`src/rtl/mem_access_unit.sv`:
```
// Memory-stage controller: drives the data-memory req/ack bus for loads and
// stores, stalls upstream while an access is outstanding, resolves branch/jump
// redirection and registers the write-back fields.
module mem_access_unit #(
  parameter int unsigned TIMEOUT = 255
) (
  input  logic        clk,
  input  logic        rst_n,
  input  logic        in_valid,
  input  logic        branch_in,
  input  logic        jump_in,
  input  logic        mem_read,
  input  logic        mem_write,
  input  logic        reg_write,
  input  logic        mem_to_reg,
  input  logic [31:0] branch_target,
  input  logic [1:0]  alu_zero,
  input  logic [31:0] alu_result,
  input  logic [31:0] store_data,
  input  logic [4:0]  dest_reg,
  output logic        mem_req,
  output logic        mem_we,
  output logic [31:0] mem_addr,
  output logic [31:0] mem_wdata,
  input  logic [31:0] mem_rdata,
  input  logic        mem_ack,
  output logic        stall,
  output logic        pc_src,
  output logic [31:0] pc_target,
  output logic        wb_valid,
  output logic        wb_reg_write,
  output logic        wb_mem_to_reg,
  output logic [31:0] wb_read_data,
  output logic [31:0] wb_alu_result,
  output logic [4:0]  wb_dest_reg,
  output logic        mem_err
);

  // Counter only needs to reach TIMEOUT-1.
  localparam int unsigned CW = (TIMEOUT > 2) ? $clog2(TIMEOUT) : 1;

  typedef enum logic {IDLE, BUSY} state_t;

  state_t        state, state_nx;
  logic [CW-1:0] cnt;
  logic          cap_reg_write;
  logic          cap_mem_to_reg;
  logic [4:0]    cap_dest_reg;

  logic is_idle, is_busy;
  logic mem_op, accept, illegal, alu_op;
  logic ack_hit, timeout_hit;
  logic unused_alu_zero;

  assign is_idle     = (state == IDLE);
  assign is_busy     = (state == BUSY);
  assign mem_op      = mem_read | mem_write;
  assign alu_op      = is_idle & in_valid & ~mem_op;
  assign accept      = is_idle & in_valid & (mem_read ^ mem_write) & (alu_result[1:0] == 2'b00);
  assign illegal     = is_idle & in_valid & mem_op &
                       ((mem_read & mem_write) | (alu_result[1:0] != 2'b00));
  assign ack_hit     = is_busy & mem_ack;
  assign timeout_hit = is_busy & (cnt == CW'(TIMEOUT - 1)) & ~mem_ack;

  // Request is exactly the BUSY state, so reset drops it asynchronously.
  assign mem_req = is_busy;

  // Redirect resolves combinationally; only bit 0 of the ALU flags is the zero flag.
  assign pc_src          = in_valid & is_idle & (jump_in | (branch_in & alu_zero[0]));
  assign pc_target       = branch_target;
  assign unused_alu_zero = alu_zero[1];

  // State register.
  always_ff @(posedge clk or negedge rst_n) begin
    if (!rst_n) state <= IDLE;
    else        state <= state_nx;
  end

  // Next-state and stall decode.
  always_comb begin
    state_nx = state;
    stall    = 1'b0;
    unique case (state)
      IDLE: begin
        if (accept) begin
          state_nx = BUSY;
          stall    = 1'b1;
        end
      end
      BUSY: begin
        stall = ~mem_ack & ~timeout_hit;
        if (ack_hit || timeout_hit) state_nx = IDLE;
      end
      default: state_nx = IDLE;
    endcase
  end

  // Bus fields and pending write-back controls captured on accept; held through BUSY.
  always_ff @(posedge clk or negedge rst_n) begin
    if (!rst_n) begin
      mem_we         <= 1'b0;
      mem_addr       <= '0;
      mem_wdata      <= '0;
      cap_reg_write  <= 1'b0;
      cap_mem_to_reg <= 1'b0;
      cap_dest_reg   <= '0;
      cnt            <= '0;
    end else if (accept) begin
      mem_we         <= mem_write;
      mem_addr       <= alu_result;
      mem_wdata      <= store_data;
      cap_reg_write  <= reg_write;
      cap_mem_to_reg <= mem_to_reg;
      cap_dest_reg   <= dest_reg;
      cnt            <= '0;
    end else if (is_busy) begin
      cnt <= cnt + CW'(1);
    end
  end

  // Write-back register and error pulse; ack in the final cycle beats timeout.
  always_ff @(posedge clk or negedge rst_n) begin
    if (!rst_n) begin
      wb_valid      <= 1'b0;
      wb_reg_write  <= 1'b0;
      wb_mem_to_reg <= 1'b0;
      wb_read_data  <= '0;
      wb_alu_result <= '0;
      wb_dest_reg   <= '0;
      mem_err       <= 1'b0;
    end else begin
      wb_valid <= 1'b0;
      mem_err  <= 1'b0;
      if (alu_op) begin
        wb_valid      <= 1'b1;
        wb_reg_write  <= reg_write;
        wb_mem_to_reg <= mem_to_reg;
        wb_alu_result <= alu_result;
        wb_dest_reg   <= dest_reg;
        wb_read_data  <= '0;
      end else if (ack_hit) begin
        wb_valid      <= 1'b1;
        wb_reg_write  <= cap_reg_write & ~mem_we;
        wb_mem_to_reg <= cap_mem_to_reg;
        wb_alu_result <= mem_addr;
        wb_dest_reg   <= cap_dest_reg;
        if (!mem_we) wb_read_data <= mem_rdata;
      end else if (illegal || timeout_hit) begin
        mem_err <= 1'b1;
      end
    end
  end

endmodule

```
`config.mk`:
```
export PLATFORM = sky130hd
export DESIGN_NAME = mem_access_unit
export DESIGN_NICKNAME = d
export VERILOG_FILES = /design/src/rtl/mem_access_unit.sv
export SDC_FILE = /design/constraint.sdc
export NUM_CORES = 1
export LEC_CHECK = 0
export ABC_AREA = 1
export CORE_ASPECT_RATIO = 0.7
export CORE_MARGIN = 2
export CORE_UTILIZATION = 30
export DETAILED_ROUTE_END_ITERATION = 12
export PLACE_DENSITY = 0.73
export SLEW_MARGIN = 40
export SYNTH_ARGS = -nofsm -noshare
export SYNTH_HDL_FRONTEND = slang
export SYNTH_SLANG_ARGS = --single-unit
```
`constraint.sdc`:
```
create_clock -name clk -period 2.05 [get_ports clk]
set_input_delay 0.205 -clock clk [delete_from_list [all_inputs] [get_ports clk]]
set_output_delay 0.205 -clock clk [all_outputs]
set_load 0.1 [all_outputs]
```
### Word-level counts from Yosys, hierarchy flattened

Cells that the tools add are included.

| cells by class | value |
|---|---|
| muxes and demuxes | 22 |
| bitwise operators | 23 |
| $add $sub $neg | 1 |
| equality and inequality tests | 2 |
| reductions and logical operators | 7 |

Operators with widths:

| cell | number |
|---|---|
| two-way mux 32 bit | 5 |
| two-way mux 8 bit | 2 |
| bitwise AND 1 bit | 14 |
| two-way mux 1 bit | 11 |
| two-way mux 5 bit | 2 |
| adder 8 x 1 -> 8 bit (second input constant) | 1 |
| equality test 8 bit (second input constant) | 1 |
| nonzero test 2 bit | 3 |
| NOT 1 bit | 5 |
| case mux 1 bit (2 select lines) | 2 |
| bitwise OR 1 bit | 3 |
| logical NOT 2 bit | 1 |
| logical OR 1 bit | 2 |
| != test 2 x 1 -> 1 bit (second input constant) | 1 |
| AND reduction 2 bit | 1 |
| bitwise XOR 1 bit | 1 |

| storage, ports and cells | value |
|---|---|
| register bits | 154 |
| logic and storage cells | 70 |
| output and inout bits | 173 |
| input port bits | 145 |

### Logic depth before layout (Yosys ltp)

| depth | value |
|---|---|
| word-level depth | 8 |
| gate-level depth with buffers | 8 |
| gate-level depth less buffers | 7 |

### Least setup slack after synthesis

OpenSTA, ideal clock, no wires.

| path | value |
|---|---|
| kind | reg2out |
| start | register state, in the netlist mem_req |
| end | output port pc_src |
| setup slack | -0.599 ns |
| data arrival time | 2.444 ns |
| buffers on the path | 1 |
| stages on the path, launching flop included | 5 |
| required time | 1.845 ns |
| cell sequence | dfrtp_1 > buf_6 > inv_6 > nand2_8 > nor2_1 |

| on the way | value |
|---|---|
| longest elaborated chain between the ends | 3 |

Ends and longest elaborated chain:

| element | line | text |
|---|---|---|
| from (decl) | 44 | `state_t state, state_nx;` |
| from (signal assigned) | 76 | `else state <= state_nx;` |
| NOT 1 bit | - |  |
| bitwise AND 1 bit (2 in a row) | 69 | `assign pc_src = in_valid & is_idle & (jump_in \| (branch_in & alu_zero[0]));` |
| to (decl) | 28 | `output logic pc_src,` |

Every way passes these cells.

### Worst setup path in the final report

| path | value |
|---|---|
| start | register cnt[0] |
| end | output port stall |

| on the way | value |
|---|---|
| longest elaborated chain between the ends | 6 |

Ends and longest elaborated chain:

| element | line | text |
|---|---|---|
| from (decl) | 45 | `logic [CW-1:0] cnt;` |
| from (signal assigned) | 117 | `cnt <= cnt + CW'(1);` |
| equality test 8 bit | 63 | `assign timeout_hit = is_busy & (cnt == CW'(TIMEOUT - 1)) & ~mem_ack;` |
| bitwise AND 1 bit (2 in a row) | 63 |  |
| NOT 1 bit | 91 | `stall = ~mem_ack & ~timeout_hit;` |
| bitwise AND 1 bit | 91 |  |
| case mux 1 bit (2 select lines) | 83 | `unique case (state)` |
| to (decl) | 27 | `output logic stall,` |

Every way passes these cells.

==> run_results.csv <==
group,metric,value,unit
status,outcome,"completed",
placement,dp_slack,0.125,ns
floorplanning,die_width,184,um
placement,dpl_cell_area,0.00902,mm2
clock_network,clk_latency,0.42,ns
global_routing,antenna_found_initial,1,
logic_synthesis,yosysWarnings,0,
worst_setup_path,cp-end-kind,"output port",
sta,tns,0,ns
detailed_routing,drc,0,
sta,slew_headroom,0.623,
worst_setup_path,cp-start-kind,"flip-flop",
floorplanning,ioPinCount,318,
floorplanning,start_util,0.303,
placement,dpl.hpwl,13.6,mm
sta,finalMaxSlewViolations,0,
clock_network,clock-sinks,154,
logic_synthesis,synth-main-ff-cell,"dfrtp_1",
sta,post-route-period-util,0.906,
clock_network,cts.reportedPaths.clkPinSlew,0.06,ns
global_routing,grt_start_max_net_pins,48,
logic_synthesis,async_flop_share,1.00,
layout,final_cells,1293,
layout,seq_area,0.00385,mm2
clock_network,cts_buffer_depth,2,
power_and_ir_drop,power_density,1460,mW/mm2
logic_synthesis,syn_area,0.00681,mm2
power_and_ir_drop,finalPower,14.2,mW
run,cap_violations,0,
layout,fin_nets,1141,
floorplanning,die_area,0.0239,mm2
layout,multi_input_area,0.00228,mm2
logic_synthesis,synth_top_area_frac,0.566,
logic_synthesis,yosysSeqAreaShare,0.566,
logic_synthesis,synthCells,771,
detailed_routing,wl,19.8,mm
global_routing,grt_pass1_wl,31.0,mm
detailed_routing,antenna_left,0,
clock_network,cts_buffers,17,
layout,layout-drive-gt1-share,0.210,
placement,numPortBuffers,252,
logic_synthesis,synth_area_per_cell,8.83,um2
logic_synthesis,synth_edf_count,0,
sta,clock_skew,0.00848,ns
global_routing,grt_pass1_vias,5734,
logic_synthesis,synth_most_common_cell,"nand2_1",
worst_setup_path,critPathMaxFanout,4,
detailed_routing,num_vias,5836,
global_routing,overflow,0,
sta,setup_violations,0,
logic_synthesis,synthDistinctLibCells,30,
sta,tightest_slew,0.565,ns
layout,area_growth,42.8,%
sta,finalHoldViolations,0,
layout,postLayoutCoreUtil,0.433,
logic_synthesis,synth.net_count,920,
power_and_ir_drop,ir_drop,944,uV
detailed_routing,drtIter0Drc,299,
worst_setup_path,worstPathRequired,1.85,ns
global_routing,grtUsageTotal,0.167,
clock_network,tritoncts,"yes",
logic_synthesis,synth_area_leader_cell,"dfrtp_1",
logic_synthesis,ys_seq_elements,154,
logic_synthesis,yosys-top-cells-area,"dfrtp_1, nand2_1, nand3_1",
sta,fmax,538,MHz
detailed_routing,wl_per_cell,15.3,um
sta,holdWs,0.305,ns
sta,layout_setup_ws,0.193,ns
worst_setup_path,worstSetupPathType,"reg -> out",
hold_path,hold_path_class,"in -> async",
power_and_ir_drop,p_leak,5.01,nW
clock_network,cts_root_buffer,"clkbuf_16",
floorplanning,die_h,130,um
placement,gp_congestion,0.793,
detailed_routing,drt-pass1-iter-count,4,
layout,nFillCells,2181,
sta,layout_min_cycle_time,1.86,ns
logic_synthesis,synth_top_cells_by_count,"nand2_1, dfrtp_1, nand3_1, buf_4, buf_6",
layout,fin_area,0.00972,mm2
placement,place_inst,1256,
detailed_routing,via_per_inst,4.51,
clock_network,cts_max_level,4,
worst_setup_path,arrival,1.65,ns
floorplanning,rows,46,
sta,rsz0062_at_grt,"false",
floorplanning,coreArea,0.0224,mm2
## final cells by class
type | instances | area share
clock inverter | 10 | 0.0196
tap | 288 | 0.0371
multi-input combinational | 528 | 0.235
antenna | 1 | 0.000257
clock buffer | 21 | 0.0484
timing repair buffer | 275 | 0.257
sequential | 154 | 0.397
inverter | 16 | 0.00669
## path summary, 6_finish.rpt
path / start / end / slack, ns / cells past startpoint
worst max-delay path: cnt[0] / stall / 0.19 / 8
worst min register to register: cap_dest_reg[0] / cap_dest_reg[0] / 0.47 / 2
worst max register to register: mem_req / mem_wdata[26] / 0.50 / 8
worst min-delay path: rst_n / wb_read_data[28] / 0.30 / 2
min in group clk: store_data[15] / mem_wdata[15] / 0.31 / 3
max in group asynchronous: rst_n / wb_read_data[21] / 1.10 / 3
## cells in the final DEF, fill, tap and decap left out, drive strengths merged
cell type / instances
a21oi: 5
buf: 164
bufinv: 5
clkbuf: 21
clkdlybuf4s50: 110
clkinv: 2
clkinvlp: 3
dfrtp: 154
diode: 1
dlygate4sd3: 1
ha: 4
inv: 16
nand2: 374
nand3: 117
nand4: 1
nor2: 19
nor3: 2
nor3b: 1
o21ai: 3
o31ai: 1
or2: 1
## power breakdown
group	internal (mW)	switching (mW)
Clock	2.26	1.27
Combinational	1.30	5.28
Sequential	3.69	0.435
## worst max-delay path, cell delays in order (launching register included)
cell     delay (ns)
dfrtp_1        0.40
inv_1          0.08
ha_1           0.14
inv_1          0.04
nor2_1         0.15
nand2_1        0.08
nand3_1        0.10
nand2_2        0.07
buf_12         0.17
## logic make-up (layout without fill, tap and decap cells)
logic type / Yosys count / after routing / synth area share
fa+ha+maj: 4 / 4 / 0.00735
compound gates: 9 / 9 / 0.00754
simple gates: 515 / 515 / 0.319
buf+inv: 89 / 322 / 0.100
flops: 154 / 154 / 0.566
other cells: 0 / 1 / 0
## layer usage
layer | vias up | track usage | share of wire
met3 | 18 | 0.0698 | 0.099
met1 | 2742 | 0.216 | 0.45
met4 | 0 | 0.0518 | 0.011
li1 | 2840 | - | -
met5 | - | 0 | 0
met2 | 236 | 0.256 | 0.44
## what timing repair did
action | 4_1_cts | 5_1_grt
hold endpoints to repair | 43 | 0
resized for setup | 0 | 0
hold buffers | 1 | 0
setup buffers | 0 | 4
endpoints found under the setup margin | 0 | 1
Power figures use the tool's default switching activity.
